File: config.mk
export PLATFORM = sky130hd
export DESIGN_NAME = ads1292_filter_chain_mc
export DESIGN_NICKNAME = d
export VERILOG_FILES = /design/src/rtl/ads1292_filter_pkg.sv /design/src/rtl/ads1292_stage_sel.sv /design/src/rtl/ads1292_filter_chain_mc.sv
export SDC_FILE = /design/constraint.sdc
export NUM_CORES = 1
export LEC_CHECK = 0
export ABC_AREA = 1
export BUFFER_PORTS_ARGS = -buffer_cell sky130_fd_sc_hd__buf_2
export CAP_MARGIN = 40
export CELL_PAD_IN_SITES_DETAIL_PLACEMENT = 1
export CELL_PAD_IN_SITES_GLOBAL_PLACEMENT = 2
export CORE_MARGIN = 3
export CORE_UTILIZATION = 28
export DETAILED_ROUTE_END_ITERATION = 12
export PLACE_DENSITY = 0.83
export SYNTH_ARGS = -nofsm -noshare
export SYNTH_HDL_FRONTEND = slang
export SYNTH_SLANG_ARGS = --single-unit
File: constraint.sdc
create_clock -name i_CLK -period 2.7 [get_ports i_CLK]
set_input_delay 0.405 -clock i_CLK [delete_from_list [all_inputs] [get_ports i_CLK]]
set_output_delay 0.405 -clock i_CLK [all_outputs]
set_load 0.005 [all_outputs]
File: src/rtl/ads1292_filter_pkg.sv
// Shared definitions for the multi-channel ADS1292 filter chain:
// sequencer state encoding, bus widths and sample scaling helpers.
package ads1292_filter_pkg;

    localparam int unsigned CH_IDX_W  = 3;   // channel index on stage/output buses
    localparam int unsigned CH_CNT_W  = 4;   // internal channel counter, must reach NUM_CH (8)
    localparam int unsigned STG_IDX_W = 4;   // stage index, must reach NUM_STG (8)
    localparam int unsigned FLOAT_W   = 32;  // stage data bus width

    typedef enum logic [2:0] {
        ST_IDLE     = 3'd0,
        ST_SEL_CH   = 3'd1,
        ST_ISSUE    = 3'd2,
        ST_WAIT_Y   = 3'd3,
        ST_NEXT_STG = 3'd4,
        ST_OUT      = 3'd5
    } state_e;

    // Left-justify an in_w-bit sample (zero-extended in x) into the 32-bit stage word.
    function automatic logic [FLOAT_W-1:0] scale_up(input logic [FLOAT_W-1:0] x,
                                                    input int unsigned       in_w);
        return x << (FLOAT_W - in_w);
    endfunction

    // Recover the in_w-bit sample from the top of a 32-bit stage word.
    function automatic logic [FLOAT_W-1:0] scale_down(input logic [FLOAT_W-1:0] x,
                                                      input int unsigned       in_w);
        return x >> (FLOAT_W - in_w);
    endfunction

endpackage

File: src/rtl/ads1292_stage_sel.sv
// Combinational priority finder: lowest enabled stage index >= from_i.
// Ports:
//   mask_i  stage enable mask
//   from_i  first index considered (inclusive)
//   idx_o   selected stage index (0 when none)
//   none_o  1 when no enabled stage at or above from_i
module ads1292_stage_sel
    import ads1292_filter_pkg::*;
#(
    parameter int unsigned NUM_STG = 5
) (
    input  logic [NUM_STG-1:0]   mask_i,
    input  logic [STG_IDX_W-1:0] from_i,
    output logic [STG_IDX_W-1:0] idx_o,
    output logic                 none_o
);

    // Scan downwards so the lowest qualifying index wins.
    always_comb begin
        idx_o  = '0;
        none_o = 1'b1;
        for (int i = NUM_STG - 1; i >= 0; i--) begin
            if (mask_i[i] && (STG_IDX_W'(i) >= from_i)) begin
                idx_o  = STG_IDX_W'(i);
                none_o = 1'b0;
            end
        end
    end

endmodule

File: src/rtl/ads1292_filter_chain_mc.sv
// Multi-channel ADS1292 filter sequencer. Latches one frame, then runs each
// enabled channel through the enabled processing stages over valid/ready/ack
// handshakes and emits one filtered sample per channel.
// Ports:
//   i_CLK, i_RSTN                      clock, async active-low reset
//   i_DATA, i_DATA_VALID               input frame and one-cycle strobe
//   i_CH_EN, i_STG_EN                  channel / stage enable masks (latched per frame)
//   o_STG_X, o_STG_CH, o_STG_X_VALID   shared stage input bus, one-hot strobe
//   i_STG_X_READY                      per-stage input ready
//   i_STG_Y, i_STG_Y_VALID, o_STG_Y_ACK  per-stage result, valid, one-hot ack
//   o_DATA, o_CH, o_DATA_VALID, i_DATA_ACK  output sample, held until ack
//   o_BUSY                             frame in progress
//   o_OVERRUN, o_TIMEOUT_ERR, i_ERR_CLR  sticky error flags and their clear
module ads1292_filter_chain_mc
    import ads1292_filter_pkg::*;
#(
    parameter int unsigned NUM_CH  = 2,
    parameter int unsigned NUM_STG = 5,
    parameter int unsigned IN_W    = 24,
    parameter int unsigned TIMEOUT = 4096
) (
    input  logic                       i_CLK,
    input  logic                       i_RSTN,
    input  logic [NUM_CH*IN_W-1:0]     i_DATA,
    input  logic                       i_DATA_VALID,
    input  logic [NUM_CH-1:0]          i_CH_EN,
    input  logic [NUM_STG-1:0]         i_STG_EN,
    output logic [FLOAT_W-1:0]         o_STG_X,
    output logic [CH_IDX_W-1:0]        o_STG_CH,
    output logic [NUM_STG-1:0]         o_STG_X_VALID,
    input  logic [NUM_STG-1:0]         i_STG_X_READY,
    input  logic [NUM_STG*FLOAT_W-1:0] i_STG_Y,
    input  logic [NUM_STG-1:0]         i_STG_Y_VALID,
    output logic [NUM_STG-1:0]         o_STG_Y_ACK,
    output logic [IN_W-1:0]            o_DATA,
    output logic [CH_IDX_W-1:0]        o_CH,
    output logic                       o_DATA_VALID,
    input  logic                       i_DATA_ACK,
    output logic                       o_BUSY,
    output logic                       o_OVERRUN,
    output logic                       o_TIMEOUT_ERR,
    input  logic                       i_ERR_CLR
);

    localparam int unsigned   FRAME_W = NUM_CH * IN_W;
    localparam int unsigned   WD_W    = $clog2(TIMEOUT + 1);
    localparam logic [WD_W-1:0] WD_LAST = WD_W'(TIMEOUT - 1);

    state_e                 state_q, state_d;
    logic [FRAME_W-1:0]     frame_q, frame_d;
    logic [NUM_CH-1:0]      ch_en_q, ch_en_d;
    logic [NUM_STG-1:0]     stg_en_q, stg_en_d;
    logic [CH_CNT_W-1:0]    ch_q, ch_d;
    logic [STG_IDX_W-1:0]   stg_q, stg_d;
    logic [FLOAT_W-1:0]     acc_q, acc_d;
    logic [WD_W-1:0]        wd_q, wd_d;
    logic [FLOAT_W-1:0]     stg_x_q, stg_x_d;
    logic [CH_IDX_W-1:0]    stg_ch_q, stg_ch_d;
    logic [NUM_STG-1:0]     stg_xv_q, stg_xv_d;
    logic [NUM_STG-1:0]     stg_ack_q, stg_ack_d;
    logic [IN_W-1:0]        data_q, data_d;
    logic [CH_IDX_W-1:0]    out_ch_q, out_ch_d;
    logic                   dv_q, dv_d;
    logic                   busy_q, busy_d;
    logic                   ovr_q, ovr_d;
    logic                   tmo_q, tmo_d;

    logic [IN_W-1:0]        cur_sample;
    logic                   cur_ch_en;
    logic                   cur_rdy;
    logic                   cur_yv;
    logic [FLOAT_W-1:0]     cur_y;
    logic [NUM_STG-1:0]     stg_onehot;
    logic [STG_IDX_W-1:0]   first_idx, next_idx;
    logic                   first_none, next_none;
    logic                   tmo_set;

    // Per-channel selection from the latched frame and masks.
    always_comb begin
        cur_sample = '0;
        cur_ch_en  = 1'b0;
        for (int i = 0; i < NUM_CH; i++) begin
            if (ch_q == CH_CNT_W'(i)) begin
                cur_sample = frame_q[i*IN_W +: IN_W];
                cur_ch_en  = ch_en_q[i];
            end
        end
    end

    // Per-stage selection of handshake inputs for the active stage.
    always_comb begin
        cur_rdy    = 1'b0;
        cur_yv     = 1'b0;
        cur_y      = '0;
        stg_onehot = '0;
        for (int i = 0; i < NUM_STG; i++) begin
            if (stg_q == STG_IDX_W'(i)) begin
                cur_rdy       = i_STG_X_READY[i];
                cur_yv        = i_STG_Y_VALID[i];
                cur_y         = i_STG_Y[i*FLOAT_W +: FLOAT_W];
                stg_onehot[i] = 1'b1;
            end
        end
    end

    ads1292_stage_sel #(.NUM_STG(NUM_STG)) u_first_sel (
        .mask_i (stg_en_q),
        .from_i ('0),
        .idx_o  (first_idx),
        .none_o (first_none)
    );

    ads1292_stage_sel #(.NUM_STG(NUM_STG)) u_next_sel (
        .mask_i (stg_en_q),
        .from_i (stg_q + STG_IDX_W'(1)),
        .idx_o  (next_idx),
        .none_o (next_none)
    );

    // Sequencer next-state and registered output logic.
    always_comb begin
        state_d   = state_q;
        frame_d   = frame_q;
        ch_en_d   = ch_en_q;
        stg_en_d  = stg_en_q;
        ch_d      = ch_q;
        stg_d     = stg_q;
        acc_d     = acc_q;
        wd_d      = '0;
        stg_x_d   = stg_x_q;
        stg_ch_d  = stg_ch_q;
        stg_xv_d  = '0;
        stg_ack_d = '0;
        data_d    = data_q;
        out_ch_d  = out_ch_q;
        dv_d      = dv_q;
        busy_d    = busy_q;
        tmo_set   = 1'b0;

        unique case (state_q)
            ST_IDLE: begin
                if (i_DATA_VALID) begin
                    frame_d  = i_DATA;
                    ch_en_d  = i_CH_EN;
                    stg_en_d = i_STG_EN;
                    ch_d     = '0;
                    busy_d   = 1'b1;
                    state_d  = ST_SEL_CH;
                end
            end
            ST_SEL_CH: begin
                if (ch_q == CH_CNT_W'(NUM_CH)) begin
                    busy_d  = 1'b0;
                    state_d = ST_IDLE;
                end else if (!cur_ch_en) begin
                    ch_d = ch_q + CH_CNT_W'(1);
                end else begin
                    acc_d    = scale_up(FLOAT_W'(cur_sample), IN_W);
                    stg_x_d  = acc_d;
                    stg_ch_d = CH_IDX_W'(ch_q);
                    stg_d    = first_idx;
                    state_d  = first_none ? ST_OUT : ST_ISSUE;
                end
            end
            ST_ISSUE: begin
                if (cur_rdy) begin
                    stg_xv_d = stg_onehot;
                    state_d  = ST_WAIT_Y;
                end else if (wd_q == WD_LAST) begin
                    tmo_set = 1'b1;
                    ch_d    = ch_q + CH_CNT_W'(1);
                    state_d = ST_SEL_CH;
                end else begin
                    wd_d = wd_q + WD_W'(1);
                end
            end
            ST_WAIT_Y: begin
                if (cur_yv) begin
                    acc_d     = cur_y;
                    stg_ack_d = stg_onehot;
                    state_d   = ST_NEXT_STG;
                end else if (wd_q == WD_LAST) begin
                    tmo_set = 1'b1;
                    ch_d    = ch_q + CH_CNT_W'(1);
                    state_d = ST_SEL_CH;
                end else begin
                    wd_d = wd_q + WD_W'(1);
                end
            end
            ST_NEXT_STG: begin
                stg_x_d = acc_q;
                stg_d   = next_idx;
                state_d = next_none ? ST_OUT : ST_ISSUE;
            end
            ST_OUT: begin
                if (!dv_q) begin
                    dv_d     = 1'b1;
                    data_d   = IN_W'(scale_down(acc_q, IN_W));
                    out_ch_d = CH_IDX_W'(ch_q);
                end else if (i_DATA_ACK) begin
                    dv_d    = 1'b0;
                    ch_d    = ch_q + CH_CNT_W'(1);
                    state_d = ST_SEL_CH;
                end
            end
            default: state_d = ST_IDLE;
        endcase

        // A set event wins over a clear in the same cycle.
        ovr_d = (ovr_q & ~i_ERR_CLR) | (i_DATA_VALID & busy_q);
        tmo_d = (tmo_q & ~i_ERR_CLR) | tmo_set;
    end

    always_ff @(posedge i_CLK or negedge i_RSTN) begin
        if (!i_RSTN) begin
            state_q   <= ST_IDLE;
            frame_q   <= '0;
            ch_en_q   <= '0;
            stg_en_q  <= '0;
            ch_q      <= '0;
            stg_q     <= '0;
            acc_q     <= '0;
            wd_q      <= '0;
            stg_x_q   <= '0;
            stg_ch_q  <= '0;
            stg_xv_q  <= '0;
            stg_ack_q <= '0;
            data_q    <= '0;
            out_ch_q  <= '0;
            dv_q      <= 1'b0;
            busy_q    <= 1'b0;
            ovr_q     <= 1'b0;
            tmo_q     <= 1'b0;
        end else begin
            state_q   <= state_d;
            frame_q   <= frame_d;
            ch_en_q   <= ch_en_d;
            stg_en_q  <= stg_en_d;
            ch_q      <= ch_d;
            stg_q     <= stg_d;
            acc_q     <= acc_d;
            wd_q      <= wd_d;
            stg_x_q   <= stg_x_d;
            stg_ch_q  <= stg_ch_d;
            stg_xv_q  <= stg_xv_d;
            stg_ack_q <= stg_ack_d;
            data_q    <= data_d;
            out_ch_q  <= out_ch_d;
            dv_q      <= dv_d;
            busy_q    <= busy_d;
            ovr_q     <= ovr_d;
            tmo_q     <= tmo_d;
        end
    end

    assign o_STG_X       = stg_x_q;
    assign o_STG_CH      = stg_ch_q;
    assign o_STG_X_VALID = stg_xv_q;
    assign o_STG_Y_ACK   = stg_ack_q;
    assign o_DATA        = data_q;
    assign o_CH          = out_ch_q;
    assign o_DATA_VALID  = dv_q;
    assign o_BUSY        = busy_q;
    assign o_OVERRUN     = ovr_q;
    assign o_TIMEOUT_ERR = tmo_q;

endmodule

==> flow_metrics.tcl, run 1 <==
set metrics [dict create \
    io_buffers 305 \
    cts_buffers 17 \
    multi_input_area_mm2 0.00474 \
    outcome "complete, no violations" \
    hold_viol 0 \
    overflow 0 \
    fp.dieW_um 196 \
    drt_pass1_iterations 4 \
    wire_per_inst_um 18.0 \
    synthTopCellsByArea "dfrtp_1 46%, nand2_1 18%, nand3_1 8.3%" \
    post_cts_resized 0 \
    routed_wl_mm 38.4 \
    skew_ns 0.00975 \
    synth_top_area_frac 0.461 \
    die_y_um 196 \
    seqCellArea_mm2 0.00465 \
    nFillCells 4455 \
    cts_tree "yes" \
    yosysSeqAreaShare 0.461 \
    setup_viol 0 \
    ant_nets 0 \
    rows 68 \
    synthDistinctLibCells 34 \
    worstPathRequired_ns 3.03 \
    crit_arrival_ns 2.64 \
    r2r-start "stg_q[1]$_DFFE_PN0P_" \
    syn_nets 1624 \
    power_density_mw_per_mm2 1090 \
    viasPerCell 4.72 \
    antenna_found_initial 0 \
    cts_max_level 4 \
    setup.worst_path.start "stg_q[1]$_DFFE_PN0P_" \
    clk_path_buf_depth 2 \
    fmax_mhz 433 \
    syn-cell-area_mm2 0.0101 \
    worst_pin_slew_ns 0.496 \
    yosysWarnings 0 \
    grt_pass1_wl_mm 59.7 \
    nNetsFinal 1909 \
    rsz0062_at_grt "no" \
    drive_above_1_share 0.265 \
    io_pins 306 \
    area_growth_pct 27.7 \
    core_mm2 0.0351 \
    grt_pass1_vias 10664 \
    crit_fanout 38 \
    ir_drop_mv 0.480 \
    crit_path_end_kind "flop" \
    track_usage 0.198 \
    cts.clk_slew.worst_paths_ns 0.07 \
    die_area_mm2 0.0384 \
    hp-class "primary input to flop" \
    dp_hpwl_mm 28.8 \
    postSynthCellCount 1383 \
    endpoint "ch_q[1]$_DFFE_PN0P_" \
    timing.final.crit_share 0.856 \
    syn_avg_cell_area_um2 7.30 \
    slew_viol_final 0 \
    max-cap-violations 0 \
    clock_latency_ns 0.44 \
    r2r_cells 13 \
    post-route-min-period_ns 2.31 \
    critical_path_class "flop to flop" \
    rr_endpoint "ch_q[1]$_DFFE_PN0P_" \
    vias 10084 \
    synth_top_area_cell "dfrtp_1" \
    utilization 0.367 \
    setup-tns-final_ns 0 \
    holdWs_ns 0.161 \
    drc_errors 0 \
    finalWeightedCongestion 0.822 \
    diodes 0 \
    r2r_slack_ns 0.39 \
    cp-start-kind "flop" \
    synth_seq_cells 186 \
    cts_root_buffer "clkbuf_16" \
    p_leak_nw 6.88 \
    grt_max_degree 78 \
    cts_sinks 186 \
    dr.first_iter.drc_count 432 \
    initial_utilization 0.288 \
    maxSlewHeadroom 0.669 \
]
-- power by group --
part	switching [mW]	internal (mW)
registers	0.672	3.80
clock network	1.16	1.52
logic	4.38	2.47
total	6.21	7.79
-- kinds of logic (layout without fill, tap and decap cells) --
kind of cell / Yosys count / count (layout) / share of synthesized area
simple gates: 853 / 853 / 0.354
compound gates: 122 / 122 / 0.0658
mux: 24 / 24 / 0.0268
fa+ha+maj: 11 / 11 / 0.0136
xor+xnor: 8 / 8 / 0.00694
flops: 186 / 186 / 0.461
buf+inv: 179 / 477 / 0.0717
-- final cells by class --
cell class / instances / area share
Clock buffer: 19 / 0.0352
Clock inverter: 13 / 0.0128
Inverter: 103 / 0.0300
Multi-Input combinational cell: 1018 / 0.368
Sequential cell: 186 / 0.361
Tap cell: 455 / 0.0442
Timing Repair Buffer: 342 / 0.149
-- flip-flops by register name, indices dropped and copies added (netlist names), 4 cells and up --
signal	count
acc_q	32
ch_q	4
frame_q	48
o_DATA	24
o_STG_X	32
o_STG_X_VALID	5
o_STG_Y_ACK	5
stg_en_q	5
wd_q	13
-- stage by stage --
stage	area [µm²]	total power, mW	cells	setup WS (ns)
after global placement	12300	11.3	2103	0.571
after CTS	12900	14.3	2136	0.391
final	12900	14.0	2136	0.390
after global routing	12900	15.4	2136	0.158
after floorplan	10100	8.74	1383	0.659
after detailed placement	12300	11.5	2103	0.444
-- synthesized netlist by cell type (all sizes together) --
library cell / count
buf: 39
mux2: 24
xnor2: 2
nand3b: 2
ha: 11
nor3: 1
o21ai: 86
nor3b: 1
nor2: 146
and3: 1
nand3: 169
a21oi: 6
xor2: 6
nand4: 10
clkinv: 2
o22ai: 1
or2: 33
clkbuf: 37
o31ai: 1
dfrtp: 186
a31oi: 28
nand2: 490
inv: 101
-- worst max-delay path, cell delays in order, from the launching register on --
cell     delay [ns]
dfrtp_1        0.45
ha_1           0.25
ha_1           0.20
inv_1          0.17
nand2_1        0.08
inv_1          0.06
nand2_1        0.05
nand2_1        0.09
nand2_1        0.07
nand2_2        0.16
buf_12         0.23
nand3_1        0.18
nand2_1        0.12
nand2_1        0.05
-- placed cells by master (no fill, tap or decap), types with 3 or more instances in the layout --
cell,n
ha_1,11
a21oi_1,5
o21ai_1,8
a31oi_1,28
dfrtp_1,186
nand2_1,486
o21ai_0,77
buf_2,304
or2_0,10
nand2_2,4
nor2_1,139
clkinv_2,3
bufinv_16,3
nand3_1,168
clkinv_4,3
inv_1,91
buf_4,28
clkbuf_16,17
nor2_2,5
nand4_1,10
or2_2,23
clkbuf_8,3
xor2_1,6
mux2_2,24
buf_12,8
inv_6,3
inv_2,10
-- worst min-delay path by stage --
stage | cells past startpoint | end | slack, ns | from
6_report | 3 | frame_q[10]$_DFFE_PN0P_ | 0.16 | i_DATA[10]
5_1_grt | 3 | frame_q[13]$_DFFE_PN0P_ | 0.16 | i_DATA[13]
4_1_cts | 3 | frame_q[10]$_DFFE_PN0P_ | 0.14 | i_DATA[10]
3_5_place_dp | 1 | o_STG_X[1]$_DFFE_PN0P_ | 0.37 | i_RSTN
3_3_place_gp | 1 | o_STG_X[1]$_DFFE_PN0P_ | 0.37 | i_RSTN
2_1_floorplan | 0 | acc_q[0]$_DFFE_PN0P_ | 0.11 | i_RSTN
-- timing repair --
item,4_1_cts,5_1_grt
hold buffers,1,0
endpoints found under the hold margin,43,0
buffers inserted,0,0
-- metal layers --
layer / vias up / wire, µm / global-route usage
met5: - / 0 / 0
met4: 0 / 462 / 0.0367
met3: 24 / 1260 / 0.0347
met2: 161 / 20200 / 0.367
met1: 4946 / 16500 / 0.243
li1: 4953 / - / -
(Power assumes the default switching activity.)
==> inputs of run 2 (changes only) <==
--- a/config.mk
+++ b/config.mk
@@ -5,15 +5,14 @@
 export SDC_FILE = /design/constraint.sdc
 export NUM_CORES = 1
 export LEC_CHECK = 0
-export ABC_AREA = 1
 export BUFFER_PORTS_ARGS = -buffer_cell sky130_fd_sc_hd__buf_2
 export CAP_MARGIN = 40
 export CELL_PAD_IN_SITES_DETAIL_PLACEMENT = 1
 export CELL_PAD_IN_SITES_GLOBAL_PLACEMENT = 2
-export CORE_MARGIN = 3
-export CORE_UTILIZATION = 28
+export CORE_MARGIN = 1.5
+export CORE_UTILIZATION = 34
 export DETAILED_ROUTE_END_ITERATION = 12
-export PLACE_DENSITY = 0.83
+export PLACE_DENSITY = 0.89
 export SYNTH_ARGS = -nofsm -noshare
 export SYNTH_HDL_FRONTEND = slang
 export SYNTH_SLANG_ARGS = --single-unit
==> constraint.sdc (replaced) <==
create_clock -name i_CLK -period 2.69 [get_ports i_CLK]
set_input_delay 0.4035 -clock i_CLK [delete_from_list [all_inputs] [get_ports i_CLK]]
set_output_delay 0.4035 -clock i_CLK [all_outputs]
set_load 0.005 [all_outputs]
==> run 2 against run 1 <==
Against the previous run: clock power shrank 6%; largest power group unchanged; count of clock-buffer cells in the layout shrank 2; worst setup slack lost 0.24 ns; critical endpoint is now frame_q[36]$_DFFE_PN0P_; core utilization increased by 7.9 points.
==> flow_metrics.tcl, run 2 <==
set metrics [dict create \
    dp_hpwl_mm 24.6 \
    cts_max_level 4 \
    rows 61 \
    hp-class "primary input to flop" \
    wire_per_inst_um 20.6 \
    syn_nets 1155 \
    setup_slack_ns 0.150 \
    crit_arrival_ns 2.86 \
    outcome "complete, no violations" \
    grt_pass1_wl_mm 51.0 \
    io_pins 306 \
    crit_path_end_kind "flop" \
    synth_most_common_cell "dfrtp_1" \
    drive_above_1_share 0.400 \
    max_stage_delay_ns 0.50 \
    skew_ns 0.0184 \
    regMostFlops "frame_q" \
    dpl-instance-area_mm2 0.0118 \
    slew_viol_final 0 \
    yosysWarnings 0 \
    rsz0062_at_grt "no" \
    synthTopCellsByCount "186 x dfrtp_1, 69 x nand2_1, 69 x o21ai_0" \
    fp.dieW_um 172 \
    setup-tns-final_ns 0 \
    cts_root_buffer "clkbuf_16" \
    final_area_mm2 0.0124 \
    ant_nets 0 \
    max-cap-violations 0 \
    cts.clk_slew.worst_paths_ns 0.08 \
    r2r_slack_ns 0.15 \
    syn-cell-area_mm2 0.00967 \
    antenna_found_initial 4 \
    ys.flop_type "dfrtp_1" \
    syn_avg_cell_area_um2 10.6 \
    place_ws_ns 0.0457 \
    r2r_cells 9 \
    vias 8460 \
    utilization 0.446 \
    drt_pass1_iterations 4 \
    track_usage 0.229 \
    nFillCells 3156 \
    crit_fanout 45 \
    power_density_mw_per_mm2 1250 \
    cp-start-kind "flop" \
    finalWeightedCongestion 0.833 \
    setup_viol 0 \
    synthTopCellsByArea "dfrtp_1 48%, mux2_4 6.1%, mux2_2 5.2%" \
    overflow 0 \
    synth_seq_cells 186 \
    cp_slowest_cell "dfrtp_1" \
    ir_drop_mv 0.593 \
    postSynthCellCount 914 \
    post-route-min-period_ns 2.54 \
    synth-async-reset-ratio 1.00 \
    synthDistinctLibCells 57 \
    min_delay_path_depth 2 \
    clock_latency_ns 0.44 \
    largest_reg_flops 48 \
    clk_path_buf_depth 2 \
    grt_pass1_vias 8905 \
    area_growth_pct 28.7 \
    routed_wl_mm 33.1 \
    yosysSeqAreaShare 0.481 \
    layoutNonFillerInstCount 1604 \
    viasPerCell 5.27 \
    cts_sinks 186 \
    p_leak_nw 5.90 \
    synth_top_area_cell "dfrtp_1" \
    core_mm2 0.0279 \
    synth_edf_count 0 \
    drc_errors 0 \
    synth_top_area_frac 0.481 \
    crit_path_cell_trace "inv_1 -> ha_1 -> nand3b_1 -> nand2_1 -> o211a_1 -> a311oi_2 -> nand2_4 -> buf_12 -> mux2_4" \
    fmax_mhz 394 \
    die_y_um 172 \
    maxSlewHeadroom 0.609 \
    grt_max_degree 71 \
    die_area_mm2 0.0295 \
    worst_pin_slew_ns 0.585 \
    dp.cells 1566 \
    cts_tree "yes" \
    io_buffers 305 \
    worstPathRequired_ns 3.01 \
    dr.first_iter.drc_count 389 \
    mostFrequentLayoutCells "304 x buf_2, 186 x dfrtp_1, 69 x o21ai_0" \
    critical_path_class "flop to flop" \
    initial_utilization 0.347 \
    cts_buffers 17 \
    timing.final.crit_share 0.944 \
    hold_viol 0 \
    final_common_cell "buf_2" \
    nNetsFinal 1452 \
]
==> run 2: cell count changes after synthesis, sizes merged, moves of 33 or more <==
| cell | previous run | this run |
|---|---|---|
| nand2 | 490 | 70 |
| nand3 | 169 | 13 |
| nor2 | 146 | 58 |
| inv | 101 | 14 |
| mux2 | 24 | 84 |
| a221oi | 0 | 33 |
==> run 2: stage by stage <==
| step | hold WS (ns) | power (mW) |
|---|---|---|
| floorplan | 0.108 | 10.2 |
| global placement | 0.387 | 12.8 |
| detailed placement | 0.394 | 13.1 |
| CTS | 0.148 | 15.7 |
| global route | 0.163 | 16.7 |
| finish | 0.160 | 15.6 |
==> run 2: timing repair <==
item                                    CTS  global route
hold buffers                              1             0
buffers inserted                          0             3
gates resized for setup                   0             6
endpoints found under the hold margin    49             0
endpoints found under the setup margin    0            44
==> run 2: final timing paths <==
kind | from | endpoint
min reg2reg | o_STG_X[20]$_DFFE_PN0P_ | o_STG_X[20]$_DFFE_PN0P_
max | ch_q[0]$_DFFE_PN0P_ | frame_q[36]$_DFFE_PN0P_
min | i_ERR_CLR | o_TIMEOUT_ERR$_DFF_PN0_
min in group asynchronous | i_RSTN | o_DATA[6]$_DFFE_PN0P_
max reg2reg | ch_q[0]$_DFFE_PN0P_ | frame_q[36]$_DFFE_PN0P_
max in group asynchronous | i_RSTN | frame_q[41]$_DFFE_PN0P_
==> run 2: worst max-delay path, delay by kind of cell (launching register included) <==
kind            cells  cell delay (ns)
buf+inv             2             0.35
mux                 1             0.34
simple gates        3             0.27
compound gates      2             0.69
fa+ha+maj           1             0.22
flops               1             0.50
==> run 2: logic make-up after synthesis <==
family / share of synthesized area
mux: 0.113
simple gates: 0.120
xor+xnor: 0.00906
fa+ha+maj: 0.0142
compound gates: 0.221
flops: 0.481
buf+inv: 0.0417
==> run 2: metal layers <==
metal | vias up | global-route usage | part of all wire
li1 | 3993 | - | -
met1 | 4203 | 0.289 | 0.43
met2 | 223 | 0.392 | 0.51
met3 | 37 | 0.0430 | 0.045
met4 | 4 | 0.0763 | 0.018
met5 | - | 0 | 0.00051
==> run 2: power by group <==
group	switching (mW)	internal, mW	leakage, nW	total (mW)
clock network	1.27	1.24	0.282	2.50
registers	0.788	3.89	2.35	4.68
logic	4.53	3.85	3.26	8.38
total	6.58	8.98	5.90	15.6
==> run 2: area by class of cell <==
class | count | area [µm²] | share of cell area
multi-input combinational | 643 | 4680 | 0.376
clock buffer | 17 | 425 | 0.0342
timing repair buffer | 349 | 1990 | 0.160
inverter | 14 | 52.6 | 0.00422
antenna | 2 | 5.00 | 0.000402
sequential | 186 | 4650 | 0.374
tap | 378 | 473 | 0.0380
clock inverter | 15 | 156 | 0.0126
